File: src/rtl/usbfs_out_txn_ctrl_if.sv
// Bundles the controller's receiver, transmitter and payload-stream signals.
// slave is the controller side; master is the side that surrounds it
// (packet receiver, handshake transmitter and payload sink).
interface usbfs_out_txn_ctrl_if #(
    parameter int MAX_PKT = 8
);
    localparam int IDX_W = $clog2(MAX_PKT);

    logic [6:0]       i_devAddr;
    logic             i_eop;
    logic [3:0]       i_pid;
    logic [6:0]       i_addr;
    logic [3:0]       i_endp;
    logic             i_pidOkay;
    logic             i_tokenOkay;
    logic             i_dataOkay;
    logic [IDX_W:0]   i_rdNBytes;
    logic             o_rdEn;
    logic [IDX_W-1:0] o_rdIdx;
    logic [7:0]       i_rdByte;
    logic             o_hsReq;
    logic [3:0]       o_hsPid;
    logic             o_valid;
    logic             i_ready;
    logic [7:0]       o_data;
    logic             o_last;
    logic             o_zlp;
    logic [3:0]       o_endp;
    logic             o_setup;

    modport master (
        output i_devAddr, i_eop, i_pid, i_addr, i_endp,
               i_pidOkay, i_tokenOkay, i_dataOkay, i_rdNBytes, i_rdByte, i_ready,
        input  o_rdEn, o_rdIdx, o_hsReq, o_hsPid, o_valid, o_data,
               o_last, o_zlp, o_endp, o_setup
    );

    modport slave (
        input  i_devAddr, i_eop, i_pid, i_addr, i_endp,
               i_pidOkay, i_tokenOkay, i_dataOkay, i_rdNBytes, i_rdByte, i_ready,
        output o_rdEn, o_rdIdx, o_hsReq, o_hsPid, o_valid, o_data,
               o_last, o_zlp, o_endp, o_setup
    );
endinterface

File: src/rtl/usbfs_out_txn_ctrl.sv
// USB full-speed OUT/SETUP transaction controller.
// Matches tokens, judges the following data packet, answers ACK/NAK, copies
// an accepted payload out of the receiver buffer and streams it downstream.
//
//   state | meaning
//   IDLE  | no payload held; good data with matching toggle is accepted
//   COPY  | reading the receiver buffer into the local store
//   HOLD  | presenting the stored payload on the valid/ready stream
module usbfs_out_txn_ctrl #(
    parameter int MAX_PKT  = 8,
    parameter int N_ENDP   = 2,
    parameter int TURN_CYC = 72
) (
    input  logic                 i_clk_48MHz,
    input  logic                 i_rst,
    usbfs_out_txn_ctrl_if.slave  bus
);
    localparam int IDX_W = $clog2(MAX_PKT);
    localparam int NB_W  = IDX_W + 1;
    localparam int EP_W  = (N_ENDP > 1) ? $clog2(N_ENDP) : 1;
    localparam int TC_W  = $clog2(TURN_CYC + 1);

    localparam logic [3:0] PID_OUT   = 4'b0001;
    localparam logic [3:0] PID_SETUP = 4'b1101;
    localparam logic [3:0] PID_DATA0 = 4'b0011;
    localparam logic [3:0] PID_DATA1 = 4'b1011;
    localparam logic [3:0] PID_ACK   = 4'b0010;
    localparam logic [3:0] PID_NAK   = 4'b1010;

    localparam logic [1:0] ST_IDLE = 2'd0;
    localparam logic [1:0] ST_COPY = 2'd1;
    localparam logic [1:0] ST_HOLD = 2'd2;

    logic [1:0]       state;
    logic             tok_valid;
    logic [TC_W-1:0]  turn_cnt;
    logic [3:0]       tok_endp;
    logic             tok_setup;
    logic [N_ENDP-1:0] toggle;
    logic [NB_W-1:0]  n_bytes;
    logic [3:0]       pkt_endp;
    logic             pkt_setup;
    logic             pkt_zlp;
    logic             rd_en;
    logic [IDX_W-1:0] rd_idx;
    logic             cap_en;
    logic [IDX_W-1:0] cap_idx;
    logic [7:0]       store [MAX_PKT];
    logic [IDX_W-1:0] out_idx;
    logic             out_valid;
    logic             hs_req;
    logic [3:0]       hs_pid;

    logic tok_match, data_good, exp_tog, accept, xfer, out_last;

    // Token/data classification of the packet ending this cycle.
    always_comb begin
        tok_match = bus.i_eop && (bus.i_pid == PID_OUT || bus.i_pid == PID_SETUP)
                    && bus.i_pidOkay && bus.i_tokenOkay
                    && (bus.i_addr == bus.i_devAddr)
                    && ({1'b0, bus.i_endp} < 5'(N_ENDP));
        data_good = bus.i_eop && tok_valid
                    && (bus.i_pid == PID_DATA0 || bus.i_pid == PID_DATA1)
                    && bus.i_pidOkay && bus.i_dataOkay
                    && (bus.i_rdNBytes <= NB_W'(MAX_PKT));
        // SETUP always restarts the data toggle at DATA0.
        exp_tog   = tok_setup ? 1'b0 : toggle[tok_endp[EP_W-1:0]];
        accept    = data_good && (state == ST_IDLE) && (bus.i_pid[3] == exp_tog);
        xfer      = out_valid && bus.i_ready;
        out_last  = pkt_zlp || ({1'b0, out_idx} == n_bytes - NB_W'(1));
    end

    // Token window: opened by a matching token, closed by any later EOP or the turnaround timeout.
    always_ff @(posedge i_clk_48MHz or posedge i_rst) begin
        if (i_rst) begin
            tok_valid <= 1'b0;
            turn_cnt  <= '0;
            tok_endp  <= '0;
            tok_setup <= 1'b0;
        end else if (bus.i_eop) begin
            tok_valid <= tok_match;
            if (tok_match) begin
                turn_cnt  <= TC_W'(TURN_CYC - 1);
                tok_endp  <= bus.i_endp;
                tok_setup <= (bus.i_pid == PID_SETUP);
            end
        end else if (tok_valid) begin
            if (turn_cnt == '0) tok_valid <= 1'b0;
            else                turn_cnt  <= turn_cnt - TC_W'(1);
        end
    end

    // Handshake request one cycle after a good data EOP; NAK while a payload is still held.
    always_ff @(posedge i_clk_48MHz or posedge i_rst) begin
        if (i_rst) begin
            hs_req <= 1'b0;
            hs_pid <= 4'h0;
        end else begin
            hs_req <= data_good;
            if (data_good) hs_pid <= (state == ST_IDLE) ? PID_ACK : PID_NAK;
        end
    end

    // Per-endpoint data toggle, advanced only when a payload is actually accepted.
    always_ff @(posedge i_clk_48MHz or posedge i_rst) begin
        if (i_rst)       toggle <= '0;
        else if (accept) toggle[tok_endp[EP_W-1:0]] <= ~exp_tog;
    end

    // Transaction FSM: accept, copy out of the receiver buffer, stream downstream.
    always_ff @(posedge i_clk_48MHz or posedge i_rst) begin
        if (i_rst) begin
            state     <= ST_IDLE;
            n_bytes   <= '0;
            pkt_endp  <= '0;
            pkt_setup <= 1'b0;
            pkt_zlp   <= 1'b0;
            rd_en     <= 1'b0;
            rd_idx    <= '0;
            cap_en    <= 1'b0;
            cap_idx   <= '0;
            out_idx   <= '0;
            out_valid <= 1'b0;
        end else begin
            case (state)
                ST_IDLE: begin
                    if (accept) begin
                        n_bytes   <= bus.i_rdNBytes;
                        pkt_endp  <= tok_endp;
                        pkt_setup <= tok_setup;
                        out_idx   <= '0;
                        if (bus.i_rdNBytes == '0) begin
                            pkt_zlp   <= 1'b1;
                            out_valid <= 1'b1;
                            state     <= ST_HOLD;
                        end else begin
                            pkt_zlp <= 1'b0;
                            rd_en   <= 1'b1;
                            rd_idx  <= '0;
                            state   <= ST_COPY;
                        end
                    end
                end
                ST_COPY: begin
                    // The receiver answers one cycle after each read, so captures trail reads by one.
                    cap_en  <= rd_en;
                    cap_idx <= rd_idx;
                    if (rd_en) begin
                        if ({1'b0, rd_idx} == n_bytes - NB_W'(1)) rd_en  <= 1'b0;
                        else                                     rd_idx <= rd_idx + IDX_W'(1);
                    end
                    if (cap_en && ({1'b0, cap_idx} == n_bytes - NB_W'(1))) begin
                        rd_idx    <= '0;
                        out_valid <= 1'b1;
                        state     <= ST_HOLD;
                    end
                end
                ST_HOLD: begin
                    if (xfer) begin
                        if (out_last) begin
                            out_valid <= 1'b0;
                            state     <= ST_IDLE;
                        end else begin
                            out_idx <= out_idx + IDX_W'(1);
                        end
                    end
                end
                default: state <= ST_IDLE;
            endcase
        end
    end

    // Payload store; written only while copying, so a held payload is never disturbed.
    always_ff @(posedge i_clk_48MHz) begin
        if (state == ST_COPY && cap_en) store[cap_idx] <= bus.i_rdByte;
    end

    assign bus.o_rdEn  = rd_en;
    assign bus.o_rdIdx = rd_idx;
    assign bus.o_hsReq = hs_req;
    assign bus.o_hsPid = hs_pid;
    assign bus.o_valid = out_valid;
    assign bus.o_data  = (out_valid && !pkt_zlp) ? store[out_idx] : 8'h00;
    assign bus.o_last  = out_valid && out_last;
    assign bus.o_zlp   = out_valid && pkt_zlp;
    assign bus.o_endp  = pkt_endp;
    assign bus.o_setup = pkt_setup;
endmodule

File: src/flat_wrapper.sv
// flat-port wrapper written by rule: the top's interface ports become plain ports
module usbfs_out_txn_ctrl_flat 
#(
    parameter int MAX_PKT  = 8,
    parameter int N_ENDP   = 2,
    parameter int TURN_CYC = 72
)
  (i_clk_48MHz, i_rst, bus_i_devAddr, bus_i_eop, bus_i_pid, bus_i_addr, bus_i_endp, bus_i_pidOkay, bus_i_tokenOkay, bus_i_dataOkay, bus_i_rdNBytes, bus_i_rdByte, bus_i_ready, bus_o_rdEn, bus_o_rdIdx, bus_o_hsReq, bus_o_hsPid, bus_o_valid, bus_o_data, bus_o_last, bus_o_zlp, bus_o_endp, bus_o_setup);
  usbfs_out_txn_ctrl_if #(.MAX_PKT(MAX_PKT)) bus_i ();
  input  logic i_clk_48MHz;
  input  logic i_rst;
  input wire logic [$bits(bus_i.i_devAddr)-1:0] bus_i_devAddr;
  input wire logic [$bits(bus_i.i_eop)-1:0] bus_i_eop;
  input wire logic [$bits(bus_i.i_pid)-1:0] bus_i_pid;
  input wire logic [$bits(bus_i.i_addr)-1:0] bus_i_addr;
  input wire logic [$bits(bus_i.i_endp)-1:0] bus_i_endp;
  input wire logic [$bits(bus_i.i_pidOkay)-1:0] bus_i_pidOkay;
  input wire logic [$bits(bus_i.i_tokenOkay)-1:0] bus_i_tokenOkay;
  input wire logic [$bits(bus_i.i_dataOkay)-1:0] bus_i_dataOkay;
  input wire logic [$bits(bus_i.i_rdNBytes)-1:0] bus_i_rdNBytes;
  input wire logic [$bits(bus_i.i_rdByte)-1:0] bus_i_rdByte;
  input wire logic [$bits(bus_i.i_ready)-1:0] bus_i_ready;
  output wire logic [$bits(bus_i.o_rdEn)-1:0] bus_o_rdEn;
  output wire logic [$bits(bus_i.o_rdIdx)-1:0] bus_o_rdIdx;
  output wire logic [$bits(bus_i.o_hsReq)-1:0] bus_o_hsReq;
  output wire logic [$bits(bus_i.o_hsPid)-1:0] bus_o_hsPid;
  output wire logic [$bits(bus_i.o_valid)-1:0] bus_o_valid;
  output wire logic [$bits(bus_i.o_data)-1:0] bus_o_data;
  output wire logic [$bits(bus_i.o_last)-1:0] bus_o_last;
  output wire logic [$bits(bus_i.o_zlp)-1:0] bus_o_zlp;
  output wire logic [$bits(bus_i.o_endp)-1:0] bus_o_endp;
  output wire logic [$bits(bus_i.o_setup)-1:0] bus_o_setup;
  assign bus_i.i_devAddr = bus_i_devAddr;
  assign bus_i.i_eop = bus_i_eop;
  assign bus_i.i_pid = bus_i_pid;
  assign bus_i.i_addr = bus_i_addr;
  assign bus_i.i_endp = bus_i_endp;
  assign bus_i.i_pidOkay = bus_i_pidOkay;
  assign bus_i.i_tokenOkay = bus_i_tokenOkay;
  assign bus_i.i_dataOkay = bus_i_dataOkay;
  assign bus_i.i_rdNBytes = bus_i_rdNBytes;
  assign bus_i.i_rdByte = bus_i_rdByte;
  assign bus_i.i_ready = bus_i_ready;
  assign bus_o_rdEn = bus_i.o_rdEn;
  assign bus_o_rdIdx = bus_i.o_rdIdx;
  assign bus_o_hsReq = bus_i.o_hsReq;
  assign bus_o_hsPid = bus_i.o_hsPid;
  assign bus_o_valid = bus_i.o_valid;
  assign bus_o_data = bus_i.o_data;
  assign bus_o_last = bus_i.o_last;
  assign bus_o_zlp = bus_i.o_zlp;
  assign bus_o_endp = bus_i.o_endp;
  assign bus_o_setup = bus_i.o_setup;
  usbfs_out_txn_ctrl #(.MAX_PKT(MAX_PKT), .N_ENDP(N_ENDP), .TURN_CYC(TURN_CYC)) u_core (.i_clk_48MHz(i_clk_48MHz), .i_rst(i_rst), .bus(bus_i));
endmodule
File: config.mk
export PLATFORM = sky130hd
export DESIGN_NAME = usbfs_out_txn_ctrl_flat
export DESIGN_NICKNAME = d
export VERILOG_FILES = /design/src/rtl/usbfs_out_txn_ctrl_if.sv /design/src/rtl/usbfs_out_txn_ctrl.sv /design/src/flat_wrapper.sv
export SDC_FILE = /design/constraint.sdc
export NUM_CORES = 1
export LEC_CHECK = 0
export CAP_MARGIN = 30
export CORE_MARGIN = 1.5
export CORE_UTILIZATION = 68
export CTS_CLUSTER_SIZE = 25
export DETAILED_ROUTE_END_ITERATION = 7
export DONT_BUFFER_PORTS = 1
export GPL_TIMING_DRIVEN = 0
export PLACE_DENSITY = 0.89
export SLEW_MARGIN = 10
export SYNTH_ARGS = -nofsm -noshare
export SYNTH_HDL_FRONTEND = slang
export SYNTH_SLANG_ARGS = --single-unit
File: constraint.sdc
create_clock -name i_clk_48MHz -period 4.7 [get_ports i_clk_48MHz]
set_input_delay 0.705 -clock i_clk_48MHz [delete_from_list [all_inputs] [get_ports i_clk_48MHz]]
set_output_delay 0.705 -clock i_clk_48MHz [all_outputs]
set_load 0.05 [all_outputs]
==> run_summary.xml <==
<?xml version="1.0" encoding="UTF-8"?>
<metrics>
  <group name="sta">
    <metric name="timing.final.hold_violations" unit="">0</metric>
    <metric name="timing.final.crit_period" unit="ps">3420</metric>
    <metric name="report.final.setup_viol" unit="">0</metric>
    <metric name="final_max_slew_viol_count" unit="">0</metric>
    <metric name="worst_clock_skew" unit="ps">11.2</metric>
    <metric name="relSlewSlack" unit="%">37.1</metric>
    <metric name="fmax" unit="MHz">293</metric>
    <metric name="fin_crit_sh" unit="%">72.7</metric>
    <metric name="rsz_0062_raised_after_global_routing" unit="">false</metric>
    <metric name="totalNegativeSetupSlack" unit="ps">0</metric>
    <metric name="tightestPinTransition" unit="ps">940</metric>
  </group>
  <group name="critical_path">
    <metric name="cp-end-kind" unit="">primary output</metric>
    <metric name="crit_fanout" unit="">5</metric>
    <metric name="cp_slowest_stage_delay" unit="ps">790</metric>
    <metric name="cp_num_buf_inv" unit="">2</metric>
    <metric name="worst_path_dominant_cell_family" unit="">simple AND/OR/NAND/NOR gates</metric>
    <metric name="timing.setup.critical_path_class" unit="">register to primary output</metric>
    <metric name="critPathArrivalTime" unit="ps">2710</metric>
    <metric name="critPathLaunchType" unit="">register</metric>
    <metric name="critPathSlowestCell" unit="">sky130_fd_sc_hd__nor2_1</metric>
    <metric name="cell_chain_of_the_critical_path" unit="">buf_2 &gt; inv_1 &gt; ha_1 &gt; xnor2_1 &gt; or2_1 &gt; a41oi_1 &gt; nor2_1</metric>
    <metric name="worst-endpoint-required" unit="ps">3990</metric>
  </group>
  <group name="drt">
    <metric name="drtAntennaViolNets" unit="">0</metric>
    <metric name="detailroute.via_count" unit="">2840</metric>
    <metric name="drt-wirelength-per-cell" unit="µm">20.0</metric>
    <metric name="drc_errors" unit="">0</metric>
    <metric name="overall_routed_net_length" unit="µm">8960</metric>
    <metric name="first_iter_violations" unit="">181</metric>
    <metric name="drt-pass1-iter-count" unit="">4</metric>
    <metric name="routed_via_density" unit="">6.35</metric>
  </group>
  <group name="run_status">
    <metric name="run_status" unit="">finished clean</metric>
  </group>
  <group name="grt">
    <metric name="globalRouteOverflowTotal" unit="">0</metric>
    <metric name="grt_pass1_wl" unit="µm">14400</metric>
    <metric name="grt_antenna_before_repair" unit="">0</metric>
    <metric name="first_global_vias" unit="">2954</metric>
    <metric name="grt_start_max_net_pins" unit="">38</metric>
    <metric name="global_route.usage.total" unit="%">26.3</metric>
  </group>
  <group name="layout">
    <metric name="layout.core_utilization" unit="%">75.8</metric>
    <metric name="instances_no_fill" unit="">447</metric>
    <metric name="syn2layout_area_growth" unit="%">8.28</metric>
    <metric name="post-route-cell-area" unit="µm²">5120</metric>
    <metric name="insertedDiodeCount" unit="">0</metric>
    <metric name="drive_gt1_share" unit="%">14.7</metric>
    <metric name="final.fill_count" unit="">418</metric>
    <metric name="layout.nets" unit="">408</metric>
  </group>
  <group name="floorplan">
    <metric name="die_w" unit="µm">86.4</metric>
    <metric name="ioPinCount" unit="">66</metric>
    <metric name="initial_utilization" unit="%">70.0</metric>
    <metric name="die_h" unit="µm">86.4</metric>
    <metric name="dieArea" unit="µm²">7470</metric>
    <metric name="design.core.area" unit="µm²">6760</metric>
    <metric name="rows" unit="">30</metric>
  </group>
  <group name="clock_network">
    <metric name="cts.repair_timing.setup_buffer_count" unit="">0</metric>
    <metric name="clkSinkCount" unit="">106</metric>
    <metric name="cts_buffer_depth" unit="">2</metric>
    <metric name="clk_pin_slew_worst_paths" unit="ps">100</metric>
    <metric name="cts_inserted_buffers" unit="">9</metric>
    <metric name="cts_root_buf" unit="">sky130_fd_sc_hd__clkbuf_8</metric>
    <metric name="cts_hold_buf" unit="">0</metric>
    <metric name="tritoncts" unit="">built</metric>
    <metric name="clock_insertion_delay_worst_skew" unit="ps">370</metric>
    <metric name="post_cts_resize_count" unit="">0</metric>
    <metric name="clock_tree.htree_level_count" unit="">3</metric>
  </group>
  <group name="yosys">
    <metric name="post_synth_edffs" unit="">64</metric>
    <metric name="mapped_cells" unit="">346</metric>
    <metric name="ys_ff_latch" unit="">106</metric>
    <metric name="synth.most_common_cell" unit="">sky130_fd_sc_hd__edfxtp_1</metric>
    <metric name="ranking_of_synthesized_cells_by_area" unit="">sky130_fd_sc_hd__edfxtp_1 41%, sky130_fd_sc_hd__dfrtp_1 22%, sky130_fd_sc_hd__mux4_2 7.6%, sky130_fd_sc_hd__nand2_1 3.3%, sky130_fd_sc_hd__mux2i_1 2.3%</metric>
    <metric name="synth_area" unit="µm²">4730</metric>
    <metric name="synthArstFlopShare" unit="%">39.6</metric>
    <metric name="postSynthAreaPerCell" unit="µm²">13.7</metric>
    <metric name="synth_common_cells" unit="">64 x sky130_fd_sc_hd__edfxtp_1, 42 x sky130_fd_sc_hd__dfrtp_1, 42 x sky130_fd_sc_hd__nand2_1</metric>
    <metric name="post_synth_num_cell_types" unit="">53</metric>
    <metric name="ys_dominant_reg_cell" unit="">sky130_fd_sc_hd__edfxtp_1</metric>
    <metric name="yosys.area.top_type_share" unit="%">40.6</metric>
    <metric name="synth_seq_area_share" unit="%">62.8</metric>
    <metric name="synth_warnings" unit="">0</metric>
    <metric name="yosys.area.top_type" unit="">sky130_fd_sc_hd__edfxtp_1</metric>
  </group>
  <group name="hold_path">
    <metric name="timing.hold.worst.class" unit="">input pin to async pin</metric>
  </group>
  <group name="pwr">
    <metric name="static-leakage-power" unit="nW">2.02</metric>
    <metric name="max-vdd-ir-drop" unit="mV">0.289</metric>
    <metric name="pwr_density_cell" unit="nW/µm²">450</metric>
    <metric name="design_power_total" unit="W">0.00231</metric>
  </group>
  <group name="place">
    <metric name="gpl.final_weighted_congestion" unit="">0.810</metric>
    <metric name="placed_cells" unit="">429</metric>
    <metric name="post-dp-hpwl" unit="µm">6170</metric>
    <metric name="io_buffers" unit="">0</metric>
    <metric name="placed_cell_area" unit="µm²">4870</metric>
  </group>
  <group name="job">
    <metric name="cap_violations" unit="">0</metric>
  </group>
</metrics>
[sequential cells by signal, indices dropped and copies added (netlist names)]
register and count:
u_core.tok_valid 1, u_core.toggle 2, u_core.bus.o_endp 4, u_core.tok_endp 4, u_core.tok_setup 1, u_core.bus.o_hsReq 1, u_core.bus.o_rdEn 1, u_core.cap_idx 3
u_core.n_bytes 4, u_core.bus.o_rdIdx 3, u_core.bus.o_setup 1, u_core.turn_cnt 7, u_core.state 2, u_core.pkt_zlp 1, u_core.bus.o_valid 1, u_core.out_idx 3
u_core.store 64, u_core.cap_en 1, u_core.bus.o_hsPid 2
[area by class of cell]
type,instances,area [µm²],share of cell area (%)
Tap cell,80,100,1.95
Multi-Input combinational cell,215,1650,32.3
Buffer,14,68.8,1.34
Sequential cell,106,2970,58.0
Inverter,12,45.0,0.879
Clock buffer,9,124,2.42
Timing Repair Buffer,4,42.5,0.830
Clock inverter,7,116,2.27
[worst reg2reg max path: stages, from the launching register on]
cell	delay (ps)
sky130_fd_sc_hd__dfrtp_1	450
sky130_fd_sc_hd__nor2b_1	340
sky130_fd_sc_hd__nand3b_1	230
sky130_fd_sc_hd__nor2_1	760
[through the flow]
step	hold slack, ps	setup WS [ps]
floorplan	431	2000
global placement	449	1760
detailed placement	460	1700
CTS	96.7	1300
global route	101	1160
finish	94.6	1280
[metal layers]
layer | vias to the layer above | wire (µm) | GRT usage [%]
met1 | 1434 | 3800 | 35.3
li1 | 1288 | - | -
met2 | 100 | 4490 | 42.5
met5 | - | 0 | 0
met3 | 18 | 465 | 4.95
met4 | 0 | 196 | 11.7
[cell usage in the layout (no fill, tap or decap), drive strengths merged, types with 10 or more instances in the layout]
cell type  netlist  routed
edfxtp          64      64
nand2           43      43
dfrtp           42      42
nor2            26      26
mux4            16      16
buf             12      16
inv             12      13
nand2b          11      11
mux2i           11      11
xor2            11      11
xnor2           11      11
clkbuf           2      11
o21ai           11      11
nand3           10      10
[cells by family (layout without fill, tap and decap cells)]
kind of cell / after synthesis / after routing / synth area share [%]
multiplexers: 31 / 31 / 11.0
flip-flops: 106 / 106 / 62.8
adder cells (fa/ha/maj): 5 / 5 / 1.32
buffers and inverters: 26 / 46 / 2.41
AO/OA/AOI/OAI: 33 / 33 / 5.00
XOR/XNOR: 23 / 23 / 4.55
AND/OR/NAND/NOR: 121 / 121 / 12.9
other: 1 / 2 / 0.0792
[power breakdown]
group	internal [W]	switching (W)	total, W
clock network	0.000353	0.000305	0.000658
registers	0.00101	0.0000462	0.00106
logic	0.000201	0.000390	0.000591
total	0.00156	0.000741	0.00231
[final timing paths]
path	from	end	slack, ps	cells past startpoint
max in group asynchronous	i_rst	u_core.cap_idx[0]	4180	2
max reg2reg	u_core.state[0]	u_core.store[6][4]	2550	3
min in group i_clk_48MHz	bus_i_rdByte[1]	u_core.store[5][1]	420	0
max	u_core.n_bytes[0]	bus_o_last	1280	7
min reg2reg	u_core.tok_endp[1]	u_core.bus.o_endp[1]	480	2
min	i_rst	u_core.turn_cnt[0]	90	1
(Power assumes the default switching activity.)
